<file path="src/rtl/prog_onehot_fsm.sv">
// Programmable one-hot state machine: a writable table maps {state, input symbol}
// to {next state, output}; illegal states or targets fall back to state bit0.
module prog_onehot_fsm #(
    parameter  int N_STATES = 8,
    parameter  int IN_W     = 2,
    parameter  int OUT_W    = 2,
    localparam int SW       = $clog2(N_STATES)
) (
    input  logic                 clk,
    input  logic                 rst,
    input  logic                 en,
    input  logic [IN_W-1:0]      in,
    input  logic                 cfg_we,
    input  logic [SW+IN_W-1:0]   cfg_addr,
    input  logic [SW+OUT_W-1:0]  cfg_wdata,
    output logic [OUT_W-1:0]     out,
    output logic [N_STATES-1:0]  state,
    output logic                 step_vld,
    output logic                 cfg_err,
    output logic                 state_err
);

    localparam int AW    = SW + IN_W;
    localparam int EW    = SW + OUT_W;
    localparam int NSYM  = 1 << IN_W;
    localparam int DEPTH = N_STATES * NSYM;

    typedef logic [EW-1:0] entry_t;

    entry_t               tbl_q [DEPTH];
    entry_t               tbl_d [DEPTH];
    logic [N_STATES-1:0]  state_q, state_d;
    logic [OUT_W-1:0]     out_q, out_d;
    logic                 step_vld_q, step_vld_d;
    logic                 cfg_err_q, cfg_err_d;
    logic                 state_err_q, state_err_d;

    logic [SW-1:0]        cur_idx;
    entry_t               rd_entry;
    logic [SW-1:0]        rd_next;
    logic [OUT_W-1:0]     rd_outv;
    logic [SW-1:0]        wr_idx;
    logic                 wr_ok;
    logic                 next_ok;

    always_comb begin
        cur_idx = '0;
        for (int i = 0; i < N_STATES; i++) begin
            if (state_q[i]) cur_idx = cur_idx | SW'(i);
        end
    end

    // The step reads tbl_q, so a same-cycle write only affects later steps.
    assign rd_entry = tbl_q[{cur_idx, in}];
    assign rd_next  = rd_entry[EW-1:OUT_W];
    assign rd_outv  = rd_entry[OUT_W-1:0];
    assign next_ok  = 32'(rd_next) < 32'(N_STATES);
    assign wr_idx   = cfg_addr[AW-1:IN_W];
    assign wr_ok    = 32'(wr_idx) < 32'(N_STATES);

    always_comb begin
        tbl_d       = tbl_q;
        state_d     = state_q;
        out_d       = out_q;
        step_vld_d  = 1'b0;
        cfg_err_d   = 1'b0;
        state_err_d = state_err_q;

        if (cfg_we) begin
            if (wr_ok) tbl_d[cfg_addr] = cfg_wdata;
            else       cfg_err_d       = 1'b1;
        end

        if (en) begin
            step_vld_d = 1'b1;
            if (!$onehot(state_q) || !next_ok) begin
                state_d     = N_STATES'(1);
                out_d       = '0;
                state_err_d = 1'b1;
            end else begin
                state_d          = '0;
                state_d[rd_next] = 1'b1;
                out_d            = rd_outv;
            end
        end
    end

    always_ff @(posedge clk) begin
        if (rst) begin
            state_q     <= N_STATES'(1);
            out_q       <= '0;
            step_vld_q  <= 1'b0;
            cfg_err_q   <= 1'b0;
            state_err_q <= 1'b0;
            // Every entry becomes a self-loop with zero output.
            for (int s = 0; s < N_STATES; s++) begin
                for (int i = 0; i < NSYM; i++) begin
                    tbl_q[AW'(s * NSYM + i)] <= {SW'(s), OUT_W'(0)};
                end
            end
        end else begin
            state_q     <= state_d;
            out_q       <= out_d;
            step_vld_q  <= step_vld_d;
            cfg_err_q   <= cfg_err_d;
            state_err_q <= state_err_d;
            tbl_q       <= tbl_d;
        end
    end

    assign state     = state_q;
    assign out       = out_q;
    assign step_vld  = step_vld_q;
    assign cfg_err   = cfg_err_q;
    assign state_err = state_err_q;

endmodule

</file>
<file path="config.mk">
export PLATFORM = sky130hd
export DESIGN_NAME = prog_onehot_fsm
export DESIGN_NICKNAME = d
export VERILOG_FILES = /design/src/rtl/prog_onehot_fsm.sv
export SDC_FILE = /design/constraint.sdc
export NUM_CORES = 1
export LEC_CHECK = 0
export ABC_AREA = 1
export CORE_MARGIN = 8
export CORE_UTILIZATION = 65
export CTS_CLUSTER_SIZE = 30
export DETAILED_ROUTE_END_ITERATION = 8
export GPL_TIMING_DRIVEN = 0
export PLACE_DENSITY = 0.84
export RECOVER_POWER = 25
export SLEW_MARGIN = 20
export SYNTH_ARGS = -nofsm -noshare
export SYNTH_HDL_FRONTEND = slang
export SYNTH_SLANG_ARGS = --single-unit
</file>
<file path="constraint.sdc">
create_clock -name clk -period 6.9 [get_ports clk]
set_clock_uncertainty 0.2 [all_clocks]
set_input_delay 1.38 -clock clk [delete_from_list [all_inputs] [get_ports clk]]
set_output_delay 1.38 -clock clk [all_outputs]
set_load 0.01 [all_outputs]
</file>
# After elaboration in Yosys (flattened, before gate mapping)
# Cells that the tools add are included.
# op_classes
addsub,7
order_cmp,5
eq_ne,1
mux,18
n_bitwise,4
reduce_logical,4
# ops
operator,n
bitwise mux 160 bit,1
binary-select mux 5 bit (select 5 bit),1
demux 5 bit (select 5 bit),1
2-to-1 mux 5 bit,3
>= comparator 6 bit (second input constant),2
2-to-1 mux 3 bit,4
NOT 5 -> 6 bit,2
adder 1 x 1 -> 2 bit,4
2-to-1 mux 8 bit,1
adder 2 x 2 -> 3 bit,2
< comparator 6 x 1 -> 1 bit (second input constant),1
2-to-1 mux 2 bit,3
adder 3 x 3 -> 4 bit,1
== test 4 x 1 -> 1 bit (second input constant),1
< comparator 3 x 4 -> 1 bit (second input constant),1
AND reduction 2 bit,2
demux 1 bit (select 3 bit),1
>= comparator 3 x 1 -> 1 bit (second input constant),1
2-to-1 mux 1 bit,3
logical AND 1 bit,2
NOT 1 bit,2
# word_totals
reg_bits,172
in_bits,16
out_inout_bits,13
word_cells,75

# Depth between registers and ports, before layout
# Gate-level depths: netlist (run 1).
# logic_depth
ltp_word,16
ltp_mapped,19

# Least setup slack after synthesis (run 1)
# Ideal clock, no wire load.
# synth_timing
path_kind,register -> register
startpoint,register state_q[0] (netlist: state[0])
endpoint,register state_q[6] (netlist: state[6])
arrival_time_ps,3333
setup_slack_ps,3296
stages_incl_launch_ff,20
period_less_slack_ps,3604
path_cell_list,dfxtp_1 -> inv_1 -> fa_1 -> fa_1 -> fa_1 -> inv_1 -> ha_1 -> inv_1 -> fa_1 -> inv_1 -> nand2_1 -> nor2_1 -> nand2_1 -> o21ai_0 -> nand3_1 -> nor2_1 -> inv_1 -> nor2_2 -> nand2_1 -> a21oi_1
# synth_between
elab_chain_cells,5
# synth_lines
item,line,rtl
start: declaration,32,"logic [N_STATES-1:0] state_q, state_d;"
start signal: assignment,102,state_q <= state_d;
adder 1 x 1 -> 2 bit (implied by the code),76,if (!$onehot(state_q) || !next_ok) begin
adder 2 x 2 -> 3 bit (implied by the code),76,
adder 3 x 3 -> 4 bit (implied by the code),76,
== test 4 x 1 -> 1 bit,76,
2-to-1 mux 8 bit,76,
# Every way passes these cells.
# A chain may end at the register's enable or synchronous reset.

# Worst setup path after layout (run 1)
# layout_timing
startpoint,register state_q[0] (netlist: state[0])
endpoint,register state_q[4] (netlist: state[4])
# Same word-level chain as after synthesis.

==> results.rst, run 1 <==
.. list-table::
   :header-rows: 1

   * - Metric
     - Value
   * - Outcome
     - finished clean
   * - Number of I/O port buffers
     - 25
   * - Max clock buf depth
     - 2
   * - TritonCTS clock tree
     - yes
   * - Sequential-to-total area share from yosys stat
     - 54.0%
   * - P&R area growth vs syn
     - 12.9%
   * - First-pass GRT wire length
     - 36200 µm
   * - Average instance area after synthesis
     - 7.95 µm²
   * - Antenna violations before repair
     - 0
   * - Detailed router's first-iteration violation count
     - 970
   * - Final HPWL from detailed placement
     - 15000 µm
   * - # hold bufs at CTS
     - 0
   * - Flop and latch count out of synthesis
     - 172
   * - Slew at the pin with the worst max-slew slack
     - 1.12 ns
   * - Total CTS buffers
     - 17
   * - Setup-violating endpoint count in the final report
     - 0
   * - Area of all sequential standard cells
     - 4240 µm²
   * - Power per unit of standard cell area
     - 356 nW/µm²
   * - CP arrival
     - 4.09 ns
   * - Multi-input gate area in the final layout
     - 2920 µm²
   * - Routability congestion estimate
     - 0.979
   * - Die extent in x
     - 126 µm
   * - Met2 usage in global routing
     - 45.2%
   * - Worst voltage drop across the vdd grid
     - 0.250 mV
   * - Global routing usage summed across all routing layers
     - 29.8%
   * - Total length of routed wires
     - 23000 µm
   * - Unrepaired setup endpoints after global routing
     - no
   * - GRT overflow
     - 0
   * - Number of global-route vias before repair
     - 6788
   * - Clock-pin transition on the worst setup and hold timing paths
     - 0.07 ns
   * - Fill cells
     - 908
   * - Final routed DRC violation total
     - 0
   * - Routed via count divided by cell count
     - 5.99
   * - Insertion delay of the later-clocked pin in the worst-skew pair
     - 0.45 ns
   * - Core Rows
     - 40
   * - Critical Path RT
     - 7.08 ns
   * - Clock Root Buffer
     - sky130_fd_sc_hd__clkbuf_16
   * - Clock sink total
     - 172
   * - Routed wirelength normalized by instance count
     - 19.3 µm
   * - Fraction of met1 tracks used by global routing
     - 36.9%
   * - Number of nets in the layout
     - 1056
   * - Final min period
     - 3.90 ns
   * - Fraction of layout instances using a drive strength above 1
     - 6.98%
   * - Via count
     - 7149
   * - Final-report hold violation count
     - 0
   * - Number of cells upsized or downsized after cts
     - 0
   * - Met3 capacity usage during global routing
     - 7.89%
   * - Netlist Area Pre-Place
     - 7870 µm²
   * - Ratio of final minimum period to clock period
     - 56.6%
   * - Relative max-transition margin
     - 25.1%
   * - Class of the most critical hold timing path
     - flip-flop to flip-flop
   * - Number of nets with antenna violations after routing
     - 0
   * - Busiest grt layer
     - met2
   * - Total nets after synthesis
     - 1012
   * - Antenna Cells
     - 0
   * - Area of the die
     - 15900 µm²
   * - Smallest hold slack
     - 0.252 ns
   * - Die height
     - 126 µm
   * - Critical Path Sink Type
     - flip-flop
   * - Fmax
     - 0.256 GHz
   * - Maximum Capacitance Violations
     - 0
   * - Total power of the final layout
     - 3.16 mW
   * - DRT Pass-1 Iters
     - 6
   * - Starting density of the core
     - 66.0%
   * - Warnings from Yosys
     - 0
   * - Post-synth cell types
     - 23
   * - Type of origin of the critical path
     - flip-flop
   * - Setup tns final
     - 0 ns
   * - Largest net degree at the start of global routing
     - 24
   * - Count of mapped cells out of synthesis
     - 989
   * - Path type of the worst setup path
     - flip-flop to flip-flop
   * - Number of setup buffers added after CTS
     - 0
   * - H-Tree Level Count
     - 4
   * - Num ports
     - 29
   * - Leakage power figure
     - 3.72 nW
   * - Core region area
     - 11900 µm²
   * - Final Slew Violations
     - 0
   * - Maximum fanout encountered on the critical timing path
     - 4
## cell families (layout without fill, tap and decap cells)
logic type	after synthesis	in the layout	share of synthesized area, %
compound gates	143	143	9.23
fa+ha+maj	7	7	1.50
simple gates	499	499	26.4
flops	172	172	54.0
other cells	1	1	0.0477
buf+inv	167	224	8.88
## layer usage
layer,wire [µm],share of wire (%)
met5,0,0
met4,1440,6.3
met3,2600,11
met2,10300,45
met1,8710,38
## final cells by class
type,count,share of cell area (%)
Multi-Input combinational cell,650,32.9
Tap cell,147,2.07
Inverter,118,4.99
Sequential cell,172,47.8
Timing Repair Buffer,25,2.82
Clock buffer,17,4.79
Clock inverter,15,1.71
Buffer,49,2.88
## through the flow
step / cell area [µm²] / setup slack (ns) / util [%] / instances
final: 8880 / 3.00 / 74.5 / 1193
after global routing: 8880 / 2.69 / 74.5 / 1193
after CTS: 8880 / 3.00 / 74.5 / 1193
after detailed placement: 8300 / 3.01 / 69.7 / 1161
after global placement: 8300 / 3.07 / 69.7 / 1161
after floorplan: 7870 / 3.30 / - / 989
## worst max-delay path, stage by stage, from the launching register on
cell                      delay (ns)
sky130_fd_sc_hd__dfxtp_1        0.37
sky130_fd_sc_hd__inv_1          0.07
sky130_fd_sc_hd__fa_1           0.55
sky130_fd_sc_hd__fa_1           0.43
sky130_fd_sc_hd__fa_1           0.43
sky130_fd_sc_hd__inv_1          0.06
sky130_fd_sc_hd__ha_1           0.16
sky130_fd_sc_hd__inv_1          0.05
sky130_fd_sc_hd__fa_1           0.36
sky130_fd_sc_hd__inv_1          0.07
sky130_fd_sc_hd__nand2_1        0.05
sky130_fd_sc_hd__nor2_1         0.07
sky130_fd_sc_hd__nand2_1        0.05
sky130_fd_sc_hd__o21ai_0        0.07
sky130_fd_sc_hd__nand3_1        0.14
sky130_fd_sc_hd__nor2_1         0.28
sky130_fd_sc_hd__inv_1          0.09
sky130_fd_sc_hd__nor2_2         0.16
sky130_fd_sc_hd__nand2_1        0.08
sky130_fd_sc_hd__a21oi_1        0.11
## path summary, 6_finish.rpt
kind	endpoint	startpoint	cells past startpoint	slack, ns
min reg2reg	tbl_q[154]	tbl_q[154]	2	0.25
max reg2reg	state[4]	state[0]	19	3.00
min	tbl_q[154]	tbl_q[154]	2	0.25
max	state[4]	state[0]	19	3.00
## state kept, by name (all words and copies together) (netlist names)
signal	count
state_err	1
state	8
out	2
step_vld	1
tbl_q	160
## layout by cell type, fill, tap and decap left out, types with 6 or more instances in the layout
cell type                         count
sky130_fd_sc_hd__dfxtp_1             92
sky130_fd_sc_hd__buf_4                8
sky130_fd_sc_hd__nand3_1            133
sky130_fd_sc_hd__inv_1              114
sky130_fd_sc_hd__inv_6                6
sky130_fd_sc_hd__edfxtp_1            80
sky130_fd_sc_hd__clkdlybuf4s50_1     19
sky130_fd_sc_hd__dlygate4sd3_1        6
sky130_fd_sc_hd__o21ai_0             81
sky130_fd_sc_hd__clkbuf_16           17
sky130_fd_sc_hd__clkbuf_1            18
sky130_fd_sc_hd__buf_2               21
sky130_fd_sc_hd__nor2_1             126
sky130_fd_sc_hd__nor3_1               8
sky130_fd_sc_hd__nand2_1            225
sky130_fd_sc_hd__a21oi_1             57
## power breakdown
| group | total, mW | switching, mW | internal (mW) |
|---|---|---|---|
| sequential | 1.11 | 0.0191 | 1.09 |
| combinational | 1.09 | 0.755 | 0.337 |
| clock | 0.958 | 0.448 | 0.510 |
| total | 3.16 | 1.22 | 1.94 |
## cell usage after synthesis (all sizes together)
cell type	count	area [µm²]
nand2	228	863
ha	3	37.5
nor3	9	56.3
o211ai	4	30.0
inv	118	443
a21oi	57	285
o21ai	82	410
nand3	133	666
dfxtp	92	1840
nand4	1	6.26
clkbuf	18	67.6
fa	4	80.1
nor2	128	485
buf	31	188
conb	1	3.75
edfxtp	80	2400
(Power assumes the default switching activity.)
==> run 2, diff against run 1 <==
--- a/config.mk
+++ b/config.mk
@@ -7,11 +7,11 @@
 export LEC_CHECK = 0
 export ABC_AREA = 1
 export CORE_MARGIN = 8
-export CORE_UTILIZATION = 65
+export CORE_UTILIZATION = 61
 export CTS_CLUSTER_SIZE = 30
 export DETAILED_ROUTE_END_ITERATION = 8
 export GPL_TIMING_DRIVEN = 0
-export PLACE_DENSITY = 0.84
+export PLACE_DENSITY = 0.8
 export RECOVER_POWER = 25
 export SLEW_MARGIN = 20
 export SYNTH_ARGS = -nofsm -noshare
==> constraint.sdc (replaced) <==
create_clock -name clk -period 4.1 [get_ports clk]
set_clock_uncertainty 0.2 [all_clocks]
set_input_delay 0.82 -clock clk [delete_from_list [all_inputs] [get_ports clk]]
set_output_delay 0.82 -clock clk [all_outputs]
set_load 0.01 [all_outputs]
==> results.rst, run 2 (synthesis results as in run 1) <==
.. list-table::
   :header-rows: 1

   * - Metric
     - Value
   * - Relative contribution of sequential cells to total power
     - 34.8% (-0.4 points)
   * - Number of I/O port buffers
     - 25 (unchanged)
   * - Ratio of final minimum period to clock period
     - 92.6% (+36 points)
   * - Destination of the worst register-to-register timing path
     - state[2]
   * - Total length of routed wires
     - 22300 µm (-3.0%)
   * - Maximum fanout encountered on the critical timing path
     - 3 (-1)
   * - Final-report hold violation count
     - 0 (unchanged)
   * - Final cell count without fillers
     - 1219 (+2.2%)
   * - Largest net degree at the start of global routing
     - 24 (unchanged)
   * - Critical Path RT
     - 4.28 ns (-2.80 ns)
   * - Max clock buf depth
     - 2 (unchanged)
   * - GRT overflow
     - 0 (unchanged)
   * - Outcome
     - finished clean
   * - Number of global-route vias before repair
     - 6341 (-6.6%)
   * - CP arrival
     - 3.97 ns (-0.12 ns)
   * - Critical Path Start
     - state[0]
   * - Routed via count divided by cell count
     - 5.71 (-4.7%)
   * - DRT Pass-1 Iters
     - 6 (unchanged)
   * - Internal power summed over all cells
     - 3.31 mW (+70%)
   * - Clock sink total
     - 172 (unchanged)
   * - Leakage power figure
     - 3.72 nW (+0.19%)
   * - Number of flip-flops in the largest register
     - 160 (unchanged)
   * - Logic depth of the worst register-to-register path
     - 19 (unchanged)
   * - Final HPWL from detailed placement
     - 15000 µm (about the same)
   * - Highest-count cells in the layout ignoring fill and taps
     - 225 x sky130_fd_sc_hd__nand2_1, 132 x sky130_fd_sc_hd__nand3_1, 125 x sky130_fd_sc_hd__nor2_1, 112 x sky130_fd_sc_hd__inv_1, 90 x sky130_fd_sc_hd__dfxtp_1
   * - Total CTS buffers
     - 17 (unchanged)
   * - Routed wirelength normalized by instance count
     - 18.3 µm (-5.1%)
   * - Clock-pin transition on the worst setup and hold timing paths
     - 0.07 ns (about the same)
   * - Setup-violating endpoint count in the final report
     - 0 (unchanged)
   * - Smallest hold slack
     - 0.252 ns (+0.000344 ns)
   * - Worst voltage drop across the vdd grid
     - 0.527 mV (+110%)
   * - Comb pwr share
     - 35.4% (+0.9 points)
   * - Final routed DRC violation total
     - 0 (unchanged)
   * - Largest Register
     - tbl_q
   * - Starting density of the core
     - 62.3% (-3.7 points)
   * - Fill cells
     - 1041 (+15%)
   * - Die height
     - 130 µm (+2.8%)
   * - First-pass GRT wire length
     - 34100 µm (-5.8%)
   * - Relative max-transition margin
     - 22.9% (-2.3 points)
   * - Fmax
     - 0.263 GHz (+2.8%)
   * - TritonCTS clock tree
     - yes
   * - Global routing usage summed across all routing layers
     - 27.4% (-2.4 points)
   * - Maximum Capacitance Violations
     - 0 (unchanged)
   * - P&R area growth vs syn
     - 13.6%
   * - Insertion delay of the later-clocked pin in the worst-skew pair
     - 0.45 ns (about the same)
   * - Class of the most critical hold timing path
     - flip-flop to flip-flop
   * - Net switching power
     - 2.07 mW (+69%)
   * - Core region area
     - 12600 µm² (+5.9%)
   * - Fraction of power consumed by the clock network
     - 29.8% (-0.5 points)
   * - Number of nets with antenna violations after routing
     - 0 (unchanged)
   * - Type of origin of the critical path
     - flip-flop
   * - Via count
     - 6965 (-2.6%)
   * - Routability congestion estimate
     - 0.983 (+0.40%)
   * - Critical path capture point
     - state[2]
   * - Power per unit of standard cell area
     - 602 nW/µm² (+69%)
   * - Critical Path Sink Type
     - flip-flop
   * - Area of the die
     - 16800 µm² (+5.7%)
   * - Core Rows
     - 41 (+2.5%)
   * - Launching point of the worst reg2reg path
     - state[0]
   * - Die extent in x
     - 130 µm (+2.8%)
   * - H-Tree Level Count
     - 4 (unchanged)
   * - Switching share of power
     - 38.5% (-0.17 points)
   * - Antenna Cells
     - 0 (unchanged)
   * - Most frequent standard cell in the layout excluding fill and tap cells
     - sky130_fd_sc_hd__nand2_1
   * - Path type of the worst setup path
     - flip-flop to flip-flop
   * - Final Slew Violations
     - 0 (unchanged)
   * - Placed Instances
     - 1186 (+2.2%)
   * - Fraction of layout instances using a drive strength above 1
     - 7.55% (+0.57 points)
   * - Area of all sequential standard cells
     - 4250 µm² (about the same)
   * - Multi-input gate area in the final layout
     - 2940 µm² (+0.60%)
   * - Number of nets in the layout
     - 1057 (+0.095%)
   * - Antenna violations before repair
     - 0 (unchanged)
   * - Slew at the pin with the worst max-slew slack
     - 1.15 ns (+0.0340 ns)
   * - Total power of the final layout
     - 5.37 mW (+70%)
   * - Final min period
     - 3.80 ns (-0.107 ns)
   * - Worst Min Path Start
     - state_err
   * - Num ports
     - 29 (unchanged)
   * - Detailed router's first-iteration violation count
     - 873 (-10%)
   * - # hold bufs at CTS
     - 0 (unchanged)
   * - Register-to-Register Setup Slack
     - 0.30 ns (-2.69 ns)
   * - Clock Root Buffer
     - sky130_fd_sc_hd__clkbuf_16
run 2: cell types whose count changed in the layout (fill, tap and decap cells not counted), sizes merged:
cell | previous run | this run
buf | 31 | 32
clkdlybuf4s50 | 19 | 20
clkinv | 4 | 3
clkinvlp | 1 | 0
dlygate4sd3 | 6 | 5
inv | 127 | 129
run 2: routing by layer:
metal  global-route usage [%]  vias to the layer above  part of all wire, %
li1                         -                     3298                    -
met1                     35.3                     3134                   38
met2                     41.9                      443                   45
met3                     6.00                       90                   12
met4                     16.0                        0                  5.1
met5                        0                        -                    0
run 2: what timing repair did:
action                                  CTS  global route
resized for setup                         0             8
hold endpoints to repair                  0             0
setup buffers                             0             1
endpoints found under the setup margin    0             7
run 2: layout make-up:
cell class                      instances  area share [%]
Clock inverter                         15            1.67
Multi-Input combinational cell        650            32.9
Inverter                              118            4.96
Timing Repair Buffer                   26            2.89
Tap cell                              172            2.41
Clock buffer                           17            4.76
Buffer                                 49            2.86
Sequential cell                       172            47.5
run 2: worst max-delay path: stages, from the launching register on:
cell and delay (ns):
sky130_fd_sc_hd__dfxtp_2 0.35, sky130_fd_sc_hd__inv_1 0.06, sky130_fd_sc_hd__fa_1 0.54, sky130_fd_sc_hd__fa_1 0.42, sky130_fd_sc_hd__fa_1 0.44, sky130_fd_sc_hd__inv_1 0.07, sky130_fd_sc_hd__ha_1 0.16, sky130_fd_sc_hd__inv_1 0.06
sky130_fd_sc_hd__fa_1 0.36, sky130_fd_sc_hd__inv_1 0.07, sky130_fd_sc_hd__nand2_1 0.05, sky130_fd_sc_hd__nor2_1 0.07, sky130_fd_sc_hd__nand2_1 0.05, sky130_fd_sc_hd__o21ai_0 0.07, sky130_fd_sc_hd__nand3_1 0.19, sky130_fd_sc_hd__nor2_4 0.18
sky130_fd_sc_hd__inv_1 0.08, sky130_fd_sc_hd__nor2_4 0.12, sky130_fd_sc_hd__nand2_1 0.06, sky130_fd_sc_hd__a21oi_1 0.12
run 2: worst min path at each step:
stage | cells after the start | slack [ns] | to
global placement | 2 | 0.24 | tbl_q[86]
global route | 2 | 0.27 | tbl_q[85]
CTS | 2 | 0.25 | tbl_q[85]
detailed placement | 2 | 0.24 | tbl_q[85]
floorplan | 2 | 0.22 | tbl_q[106]
finish | 2 | 0.25 | state_err
run 2: power by group through the flow:
stage / Clock (mW) / Combinational (mW) / Sequential (mW)
2_1_floorplan: 0 / 1.18 / 1.91
3_3_place_gp: 0 / 1.74 / 1.91
3_5_place_dp: 0 / 1.76 / 1.91
4_1_cts: 1.59 / 1.76 / 1.87
5_1_grt: 1.67 / 2.05 / 1.88
6_report: 1.60 / 1.90 / 1.87
run 2: through the flow:
stage | setup WS [ns] | TNS [ns] | cell area, µm² | util [%]
final | 0.304 | 0 | 8930 | 70.8
after CTS | 0.178 | 0 | 8910 | 70.6
after global placement | 0.262 | 0 | 8330 | 66.0
after detailed placement | 0.188 | 0 | 8330 | 66.0
after floorplan | 0.496 | 0 | 7870 | -
after global routing | -0.00598 | -0.00598 | 8930 | 70.8
